[src/rtl/seg_pkg.sv]
// Shared constants and types for the seven-segment value encoder.
// Segment patterns are common-anode (lit segment = 0), bit order {dp,g,f,e,d,c,b,a}.
package seg_pkg;

    localparam int unsigned DP_BIT      = 7;
    localparam int unsigned MAX_DISPLAY = 999;

    localparam logic [7:0] SEG_BLANK = 8'hFF;
    localparam logic [7:0] SEG_DASH  = 8'hBF;

    localparam logic [7:0] SEG_DIGIT [0:9] = '{
        8'hC0, 8'hF9, 8'hA4, 8'hB0, 8'h99,
        8'h92, 8'h82, 8'hF8, 8'h80, 8'h90
    };

    typedef enum logic [1:0] {
        IDLE,
        SHIFT,
        ENCODE
    } state_e;

endpackage

[src/rtl/seg_digit_decode.sv]
// One BCD digit to a common-anode segment pattern; dash overrides blank,
// and the decimal point is applied on top of whatever glyph is selected.
module seg_digit_decode
    import seg_pkg::*;
(
    input  logic [3:0] bcd_i,
    input  logic       blank_i,
    input  logic       dash_i,
    input  logic       dp_i,
    output logic [7:0] seg_o
);

    always_comb begin
        seg_o = SEG_BLANK;
        if (dash_i) begin
            seg_o = SEG_DASH;
        end else if (!blank_i && (bcd_i <= 4'd9)) begin
            seg_o = SEG_DIGIT[bcd_i];
        end
        if (dp_i) begin
            seg_o[DP_BIT] = 1'b0;
        end
    end

endmodule

[src/rtl/seg_value_encoder.sv]
// Binary (0..999) to three seven-segment patterns: serial shift-add-3 BCD
// conversion followed by a single encode cycle that updates all digits at once.
module seg_value_encoder
    import seg_pkg::*;
#(
    parameter int unsigned IN_W       = 10,
    parameter bit          LZB        = 1'b1,
    parameter bit          ACTIVE_LOW = 1'b1
) (
    input  logic            clk,
    input  logic            rst,
    input  logic [IN_W-1:0] in_value,
    input  logic [2:0]      in_dp,
    input  logic            in_valid,
    output logic            in_ready,
    output logic [7:0]      seg_data_0,
    output logic [7:0]      seg_data_1,
    output logic [7:0]      seg_data_2,
    output logic            done
);

    localparam int unsigned CNT_W = $clog2(IN_W + 1);
    localparam logic [7:0]  POL   = ACTIVE_LOW ? 8'h00 : 8'hFF;

    state_e            state_q, state_d;
    logic [IN_W-1:0]   value_q, value_d;
    logic [2:0]        dp_q, dp_d;
    logic [11:0]       bcd_q, bcd_d, bcd_adj;
    logic              ovf_q, ovf_d;
    logic [CNT_W-1:0]  cnt_q, cnt_d;
    logic [7:0]        seg0_q, seg0_d, seg1_q, seg1_d, seg2_q, seg2_d;
    logic              done_q, done_d;
    logic [7:0]        pat0, pat1, pat2;
    logic              blank0, blank1;

    always_ff @(posedge clk) begin
        if (rst) begin
            state_q <= IDLE;
            value_q <= '0;
            dp_q    <= '0;
            bcd_q   <= '0;
            ovf_q   <= 1'b0;
            cnt_q   <= '0;
            seg0_q  <= SEG_BLANK ^ POL;
            seg1_q  <= SEG_BLANK ^ POL;
            seg2_q  <= SEG_BLANK ^ POL;
            done_q  <= 1'b0;
        end else begin
            state_q <= state_d;
            value_q <= value_d;
            dp_q    <= dp_d;
            bcd_q   <= bcd_d;
            ovf_q   <= ovf_d;
            cnt_q   <= cnt_d;
            seg0_q  <= seg0_d;
            seg1_q  <= seg1_d;
            seg2_q  <= seg2_d;
            done_q  <= done_d;
        end
    end

    // Digits >= 5 get +3 before the shift so they carry correctly into the next nibble.
    always_comb begin
        bcd_adj = bcd_q;
        for (int unsigned i = 0; i < 3; i++) begin
            if (bcd_q[4*i +: 4] >= 4'd5) begin
                bcd_adj[4*i +: 4] = bcd_q[4*i +: 4] + 4'd3;
            end
        end
    end

    always_comb begin
        state_d = state_q;
        value_d = value_q;
        dp_d    = dp_q;
        bcd_d   = bcd_q;
        ovf_d   = ovf_q;
        cnt_d   = cnt_q;
        seg0_d  = seg0_q;
        seg1_d  = seg1_q;
        seg2_d  = seg2_q;
        done_d  = 1'b0;
        case (state_q)
            IDLE: begin
                if (in_valid) begin
                    value_d = in_value;
                    dp_d    = in_dp;
                    bcd_d   = '0;
                    ovf_d   = (32'(in_value) > MAX_DISPLAY);
                    cnt_d   = CNT_W'(IN_W);
                    state_d = SHIFT;
                end
            end
            SHIFT: begin
                bcd_d   = (bcd_adj << 1) | 12'(value_q[IN_W-1]);
                value_d = value_q << 1;
                cnt_d   = cnt_q - 1'b1;
                if (cnt_q == CNT_W'(1)) begin
                    state_d = ENCODE;
                end
            end
            ENCODE: begin
                seg0_d  = pat0 ^ POL;
                seg1_d  = pat1 ^ POL;
                seg2_d  = pat2 ^ POL;
                done_d  = 1'b1;
                state_d = IDLE;
            end
            default: state_d = IDLE;
        endcase
    end

    assign blank0 = LZB && (bcd_q[11:8] == 4'd0);
    assign blank1 = blank0 && (bcd_q[7:4] == 4'd0);

    seg_digit_decode u_dig0 (
        .bcd_i   (bcd_q[11:8]),
        .blank_i (blank0),
        .dash_i  (ovf_q),
        .dp_i    (dp_q[0]),
        .seg_o   (pat0)
    );

    seg_digit_decode u_dig1 (
        .bcd_i   (bcd_q[7:4]),
        .blank_i (blank1),
        .dash_i  (ovf_q),
        .dp_i    (dp_q[1]),
        .seg_o   (pat1)
    );

    seg_digit_decode u_dig2 (
        .bcd_i   (bcd_q[3:0]),
        .blank_i (1'b0),
        .dash_i  (ovf_q),
        .dp_i    (dp_q[2]),
        .seg_o   (pat2)
    );

    assign in_ready   = (state_q == IDLE);
    assign seg_data_0 = seg0_q;
    assign seg_data_1 = seg1_q;
    assign seg_data_2 = seg2_q;
    assign done       = done_q;

endmodule
[config.mk]
export PLATFORM = sky130hd
export DESIGN_NAME = seg_value_encoder
export DESIGN_NICKNAME = d
export VERILOG_FILES = /design/src/rtl/seg_pkg.sv /design/src/rtl/seg_digit_decode.sv /design/src/rtl/seg_value_encoder.sv
export SDC_FILE = /design/constraint.sdc
export NUM_CORES = 1
export LEC_CHECK = 0
export CAP_MARGIN = 5
export CORE_MARGIN = 8
export CORE_UTILIZATION = 50
export CTS_BUF_LIST = sky130_fd_sc_hd__clkbuf_8
export CTS_CLUSTER_SIZE = 24
export DETAILED_ROUTE_END_ITERATION = 8
export HOLD_SLACK_MARGIN = 0.05
export PLACE_DENSITY_LB_ADDON = 0.12
export SLEW_MARGIN = 40
export SYNTH_ARGS = -nofsm -noshare
export SYNTH_HDL_FRONTEND = slang
export SYNTH_SLANG_ARGS = --single-unit
[constraint.sdc]
create_clock -name clk -period 1.5 [get_ports clk]
set_clock_uncertainty 0.05 [all_clocks]
set_input_delay 0.225 -clock clk [delete_from_list [all_inputs] [get_ports clk]]
set_output_delay 0.225 -clock clk [all_outputs]
set_load 0.01 [all_outputs]
=== After elaboration in Yosys (flattened, before gate mapping) ===
Memories as Yosys holds them, arrays and structs flattened.
Index checks and enable logic that the tools add are counted.

* Input port bits: 16
* Logic and storage cells: 76
* Output and inout port bits: 26
* ROM bits: 384
* Register bits: 57
* Memories kept: 3

{| class="wikitable"
|+ Memory list
! name !! words !! width !! rd ports !! clocked after memory_dff !! wr ports !! RTL line !! source
|-
| (name not given) || 16 || 8 || 1 || 0 || 0 || seg_digit_decode.sv:18 || <nowiki>seg_o = SEG_DIGIT[bcd_i];</nowiki>
|-
| (name not given) || 16 || 8 || 1 || 0 || 0 || seg_digit_decode.sv:18 ||
|-
| (name not given) || 16 || 8 || 1 || 0 || 0 || seg_digit_decode.sv:18 ||
|}

* Equal/unequal tests: 5
* Order comparisons: 10
* Add/sub/neg operators: 4
* Reduce and logical (&&, ||, !) cells: 12
* Multiplexer cells: 28
* Bitwise operators: 4

{| class="wikitable"
|+ Operator list
! cell !! number
|-
| $mux 8 || 12
|-
| $pmux 12 s2 || 1
|-
| $pmux 10 s2 || 1
|-
| $ge 5x5->1 const B || 3
|-
| $not 4->5 || 3
|-
| $ge 4x3->1 const B || 3
|-
| $le 4x4->1 const B || 3
|-
| $mux 12 || 1
|-
| $mux 4 || 3
|-
| $or 12x1->12 || 1
|-
| $gt 10x10->1 const B || 1
|-
| $mux 10 || 1
|-
| $add 4x2->4 const B || 2
|-
| $logic_not 4->1 || 2
|-
| $pmux 4 s2 || 1
|-
| $reduce_and 2->1 || 3
|-
| $eq 4x1->1 const B || 1
|-
| $mux 1 || 4
|-
| $mux 2 || 2
|-
| $ne 2x2->1 const B || 2
|-
| $pmux 2 s2 || 1
|-
| $sub 4x1->4 const B || 1
|-
| $add 3x2->3 const B || 1
|-
| $logic_and 1x1->1 || 3
|-
| other kinds (6) || 7
|}

=== Depth between registers and ports, before layout ===
* Depth after elaboration: 7
* Gate-level depth with buffers: 6
* Mapped depth without buffers: 6

=== Hierarchy ===
Synthesis repeated with hierarchy kept, for this count alone.

* Cells, all modules: 345
* Area, all modules: 3098.0 um2

{| class="wikitable"
|+ Modules (own cells, without submodules)
! module !! area an instance (um2) !! cells each !! sequential area each (um2) !! times used
|-
| seg_value_encoder || 2403.6 || 252 || 1141.1 || 1
|-
| seg_digit_decode || 231.5 || 31 || 0.0 || 3
|}

=== Worst setup path before layout ===
Ideal clock, no wire load.

* Path type: reg2reg
* From: register bcd_q[8]
* To: register seg1_q[6], in the netlist seg_data_1[6]
* Path buffers: 0
* Cell stages (with the launch flop): 6
* Library setup time: 0.122 ns
* Arrival: 1.388 ns
* Path slack: -0.060 ns
* Required time: 1.328 ns
* Period minus slack after synthesis: 1.560 ns
* Cell sequence: dfxtp_1 -> inv_1 -> ha_1 -> a32oi_1 -> o21ai_0 -> a221o_1

* Cells in the longest elaborated chain, start to end: 6

{| class="wikitable"
|+ RTL lines
! element !! RTL line !! source
|-
| start, declared || seg_value_encoder.sv:28 || <nowiki>logic [11:0] bcd_q, bcd_d, bcd_adj;</nowiki>
|-
| start signal, assigned || seg_value_encoder.sv:41 || <nowiki>bcd_q <= '0;</nowiki>
|-
| start signal, assigned || seg_value_encoder.sv:52 || <nowiki>bcd_q <= bcd_d;</nowiki>
|-
| $logic_not 4->1 || seg_value_encoder.sv:113 || <nowiki>assign blank0 = LZB && (bcd_q[11:8] == 4'd0);</nowiki>
|-
| $logic_and 1x1->1 || seg_value_encoder.sv:114 || <nowiki>assign blank1 = blank0 && (bcd_q[7:4] == 4'd0);</nowiki>
|-
| $logic_not 1->1 || seg_digit_decode.sv:17 || <nowiki>end else if (!blank_i && (bcd_i <= 4'd9)) begin</nowiki>
|-
| $logic_and 1x1->1 || seg_digit_decode.sv:17 ||
|-
| $mux 8 || seg_digit_decode.sv:17 ||
|-
| $mux 8 || seg_digit_decode.sv:15 || <nowiki>if (dash_i) begin</nowiki>
|-
| end signal, assigned || seg_value_encoder.sv:45 || <nowiki>seg1_q <= SEG_BLANK ^ POL;</nowiki>
|-
| end signal, assigned || seg_value_encoder.sv:56 || <nowiki>seg1_q <= seg1_d;</nowiki>
|-
| end, declared || seg_value_encoder.sv:31 || <nowiki>logic [7:0] seg0_q, seg0_d, seg1_q, seg1_d, seg2_q, seg2_d;</nowiki>
|}

Every way passes these cells.
A chain may end at the register's enable or synchronous reset.

=== Worst setup path in the final report ===
* From: register seg1_q[1], in the netlist seg_data_1[1]
* To: output seg_data_1[1]

{| class="wikitable"
|+ RTL lines
! element !! RTL line !! source
|-
| end, declared || seg_value_encoder.sv:17 || <nowiki>output logic [7:0] seg_data_1,</nowiki>
|}

No word-level cell between the ends.

==> results <==
- The placed cell count is 475.
- In this run, synthesis inferred 0 flip-flops with an integrated enable.
- Averaged over all synthesized cells, the footprint is around 8.4 um2.
- The peak per-stage delay on the critical path is 0.53 ns.
- The core region is ~5400 um2.
- The number of buffers inserted by hold repair at cts is 0.
- The most frequent standard cell in the layout excluding fill and tap cells is dfxtp_1.
- Max-cap violations in this run came to 0.
- The number of H-tree levels is 3.
- The final instance count without filler cells is slightly below 500.
- The sequential-to-total area share from yosys stat is 41.12%.
- The chip width is 90.50 um.
- The wire-length estimate of the detail-placed layout is about 5.0 mm.
- After global routing the overflow that remains totals 0.
- The fraction of the cycle the final worst path needs is a little over nine tenths.
- Setup repair after global routing could not meet its margin everywhere.
- The async set-or-reset flop fraction in the synthesized netlist is 0%.
- The tree is rooted in a clkbuf_8.
- The min-delay analysis places its worst path in the category in -> reg.
- The cell with the largest stage delay on the worst path is clkdlybuf4s50_1.
- The leakage power is 1.542 nW.
- Timing would allow up to 681.4 MHz.
- Of all nets on the critical path, the largest fanout is 2.
- Traced cell by cell, the critical path runs through clkdlybuf4s50_1.
- Setup slack on the worst reg-to-reg path comes out at 0.04 ns.
- Data on the critical path is required at its endpoint by between 1 and 1.5 ns.
- The setup TNS is 0 ns.
- The floorplan step set the die height to 90.50 um.
- The via count of the first global-routing pass is 2709.
- VDD sags by at most 744.7 uV.
- The clock period minus worst slack is 1.468 ns.
- The remaining routing DRC violations is 0.
- At the end of routability-driven placement, the weighted congestion stood at 0.9058.
- The synthesized netlist occupies a cell area of 2775 um2.
- Along the worst hold path, the cell count comes to 3.
- After synthesis the netlist holds a flip-flop and latch count of 57.
- After clock tree synthesis, the clock-pin slew on the worst setup and hold paths is 0.07 ns.
- Measured in cells, the most critical reg-to-reg path has a length of 6.
- The CTS tree is built.
- At the pin with the least slew margin, the transition time is 0.3701 ns.
- Leaving out fill and tap cells, the most frequent cells in the layout are 51 x dfxtp_1, 50 x buf_4, 37 x nor2_1, 37 x nand2_1, 28 x a21oi_1.
- Counting distinct cell types in the post-synthesis netlist gives 44.
- The number of nets with antenna violations after detailed routing is 0.
- The number of antenna violations at the first check in global routing was 0.
- The tree built by TritonCTS fans out to 57 sinks.
- The wire length of the first global-routing pass is 11.83 mm.
- The largest net degree at the start of global routing is 19.
- The placement row count is 27.
- The critical path in this run is classified as reg -> out.
- Power spread over the standard cell area amounts to around 850 nW/um2.
- The maximum root-to-sink buffer count is 2.
- The total nets after synthesis is 365.
- The count of final max-slew check failures was 0.
- The final count of hold timing violations is 0.
- The worst hold path begins at in_dp[1].
- The main flop type after synthesis is dfxtp_1.
- 0 antenna diodes ended up in the layout.
- The post-detailed-routing wire length is 6.943 mm.
- The flow ran to the end, and the final reports show no timing, DRC or antenna violations.
- The critical path arrival is 1.19 ns.
- The number of buffer and inverter stages on the critical path is 1.
- The tightest hold path in the finished design has a slack of 0.3918 ns.
- The clock latency on the worst-skew pair is 0.33 ns.
- STA classifies the critical path endpoint as an output pin.
- During synthesis, Yosys emitted a total of 0 warnings.
- The number of design-rule violations left by the first detailed-router iteration is 87.
- The worst max-slew margin expressed relative to the limit is 75.23%.
- The global-route usage over all layers is between 10% and 20%.
- The number of top-level pins is 42.
- The via total after detailed routing is 2644.
- The floorplan step defined a die boundary enclosing 8190 um2.
- From synthesis to final layout, the design area changed by 41.52%.
- In this design, the largest share of critical-path delay is due to buffers and inverters.
- In the final design database the tool counted around 450 nets.
- The number of instances in the synthesized netlist is approximately 330.
- The TritonCTS buffer count is 9.
- In this run the critical register-to-register path is launched from bcd_q[4].
- The via-per-instance ratio is 5.363.
- Port buffering added 41 buffers.
- The logic depth of the worst path, buffers included is 1.
- The worst hold path endpoint is dp_q[1].
- For this configuration, the core starts out at a cell density of 51.02%.
- The share of post-route cells with drive strength above 1 is 24.70%.
- STA classifies the critical path startpoint as a register.
- The end of the worst register-to-register path is seg_data_1[6].
- The post-detailed-route wirelength per cell is 14.08 um.
- The total setup violations reported at the end of the flow is 0.
- The first-pass detailed-route iteration total is 4.
-- where the power goes --
group          leakage [nW]  total [mW]  switching, mW  internal [mW]
clock                 0.107        1.37          0.598          0.769
sequential            0.468        1.61         0.0415           1.57
combinational         0.967       0.349          0.186          0.163
-- timing repair --
item | 4_1_cts | 5_1_grt
gates resized for setup | 20 | 46
pin swaps | 0 | 10
buffers inserted | 0 | 3
endpoints found under the setup margin | 24 | 48
-- worst max path at each step --
stage / startpoint / to / slack [ns]
2_1_floorplan: bcd_q[5] / seg_data_1[6] / -0.01
3_3_place_gp: in_valid / value_q[7] / -0.17
3_5_place_dp: in_valid / value_q[5] / -0.19
4_1_cts: seg_data_2[5] / seg_data_2[5] / 0.0003
5_1_grt: state_q[1] / cnt_q[3] / -0.005
6_report: seg_data_1[1] / seg_data_1[1] / 0.03
-- cells in the mapped netlist (2+ instances only) --
library cell / instances / area, um2
a31oi_1: 5 / 31.28
o21bai_1: 3 / 22.52
and2_1: 2 / 12.51
nor2_1: 39 / 146.4
nand4_1: 2 / 12.51
o22a_1: 5 / 43.79
nand2b_1: 9 / 56.30
nand3_1: 5 / 25.02
a211o_1: 4 / 35.03
nor2b_1: 5 / 31.28
inv_1: 10 / 37.54
mux2i_1: 5 / 50.05
buf_4: 3 / 22.52
a21oi_1: 33 / 165.2
a211oi_1: 4 / 30.03
nor3_1: 15 / 75.07
a311oi_1: 9 / 78.83
xnor2_1: 3 / 26.28
a22o_1: 6 / 52.55
a221o_1: 2 / 20.02
dfxtp_1: 57 / 1141
clkbuf_1: 8 / 30.03
nand2_1: 38 / 142.6
nor2_2: 2 / 12.51
ha_1: 17 / 212.7
buf_2: 9 / 45.04
o21a_1: 3 / 22.52
o21ai_0: 13 / 65.06
-- registers in the layout, summed over array words and instances, names as in the netlist --
signal	count
seg_data_0	8
seg_data_2	8
done	1
dp_q	3
state_q	2
value_q	10
ovf_q	1
bcd_q	12
seg_data_1	8
cnt_q	4
-- per-stage QoR --
| step | total power, mW | setup WS, ns | util (%) | area (um2) |
|---|---|---|---|---|
| finish | 3.323 | 0.03243 | 72.21 | 3928 |
| global route | 3.467 | -0.004723 | 72.21 | 3928 |
| CTS | 3.330 | 0.0002934 | 69.40 | 3775 |
| detailed placement | 1.984 | -0.1880 | 65.49 | 3562 |
| global placement | 1.972 | -0.1654 | 65.49 | 3562 |
| floorplan | 1.834 | -0.01284 | - | 2784 |
-- layout make-up --
type / instances / area (um2)
repair buffers: 93 / 838.3
inverters: 10 / 42.54
flip-flops and latches: 57 / 1154
clock inverters: 3 / 13.76
multi-input cells: 245 / 1610
fillers: 428 / 1511
well taps: 72 / 90.09
clock buffers: 13 / 178.9
-- logic make-up after synthesis --
family          Yosys count  share of synthesized area [%]
compound gates           96                          23.04
fa+ha+maj                17                          7.664
mux                       5                          1.803
xor+xnor                  3                         0.9470
buf+inv                  30                          4.869
flops                    57                          41.12
simple gates            124                          20.56
-- worst min-delay path: stages --
cell and delay, ns:
clkdlybuf4s50_1 0.39, nand2_1 0.06, a21oi_1 0.05
-- routing by layer --
| layer | vias up | wire length [um] | part of all wire [%] | track usage (%) |
|---|---|---|---|---|
| met4 | 0 | 127 | 1.8 | 7.906 |
| li1 | 1347 | - | - | - |
| met5 | - | 0 | 0 | 0 |
| met1 | 1242 | 3027 | 44 | 18.97 |
| met2 | 43 | 3517 | 51 | 30.45 |
| met3 | 12 | 271 | 3.9 | 4.156 |
Note: power is estimated with default switching activity, not from simulation.
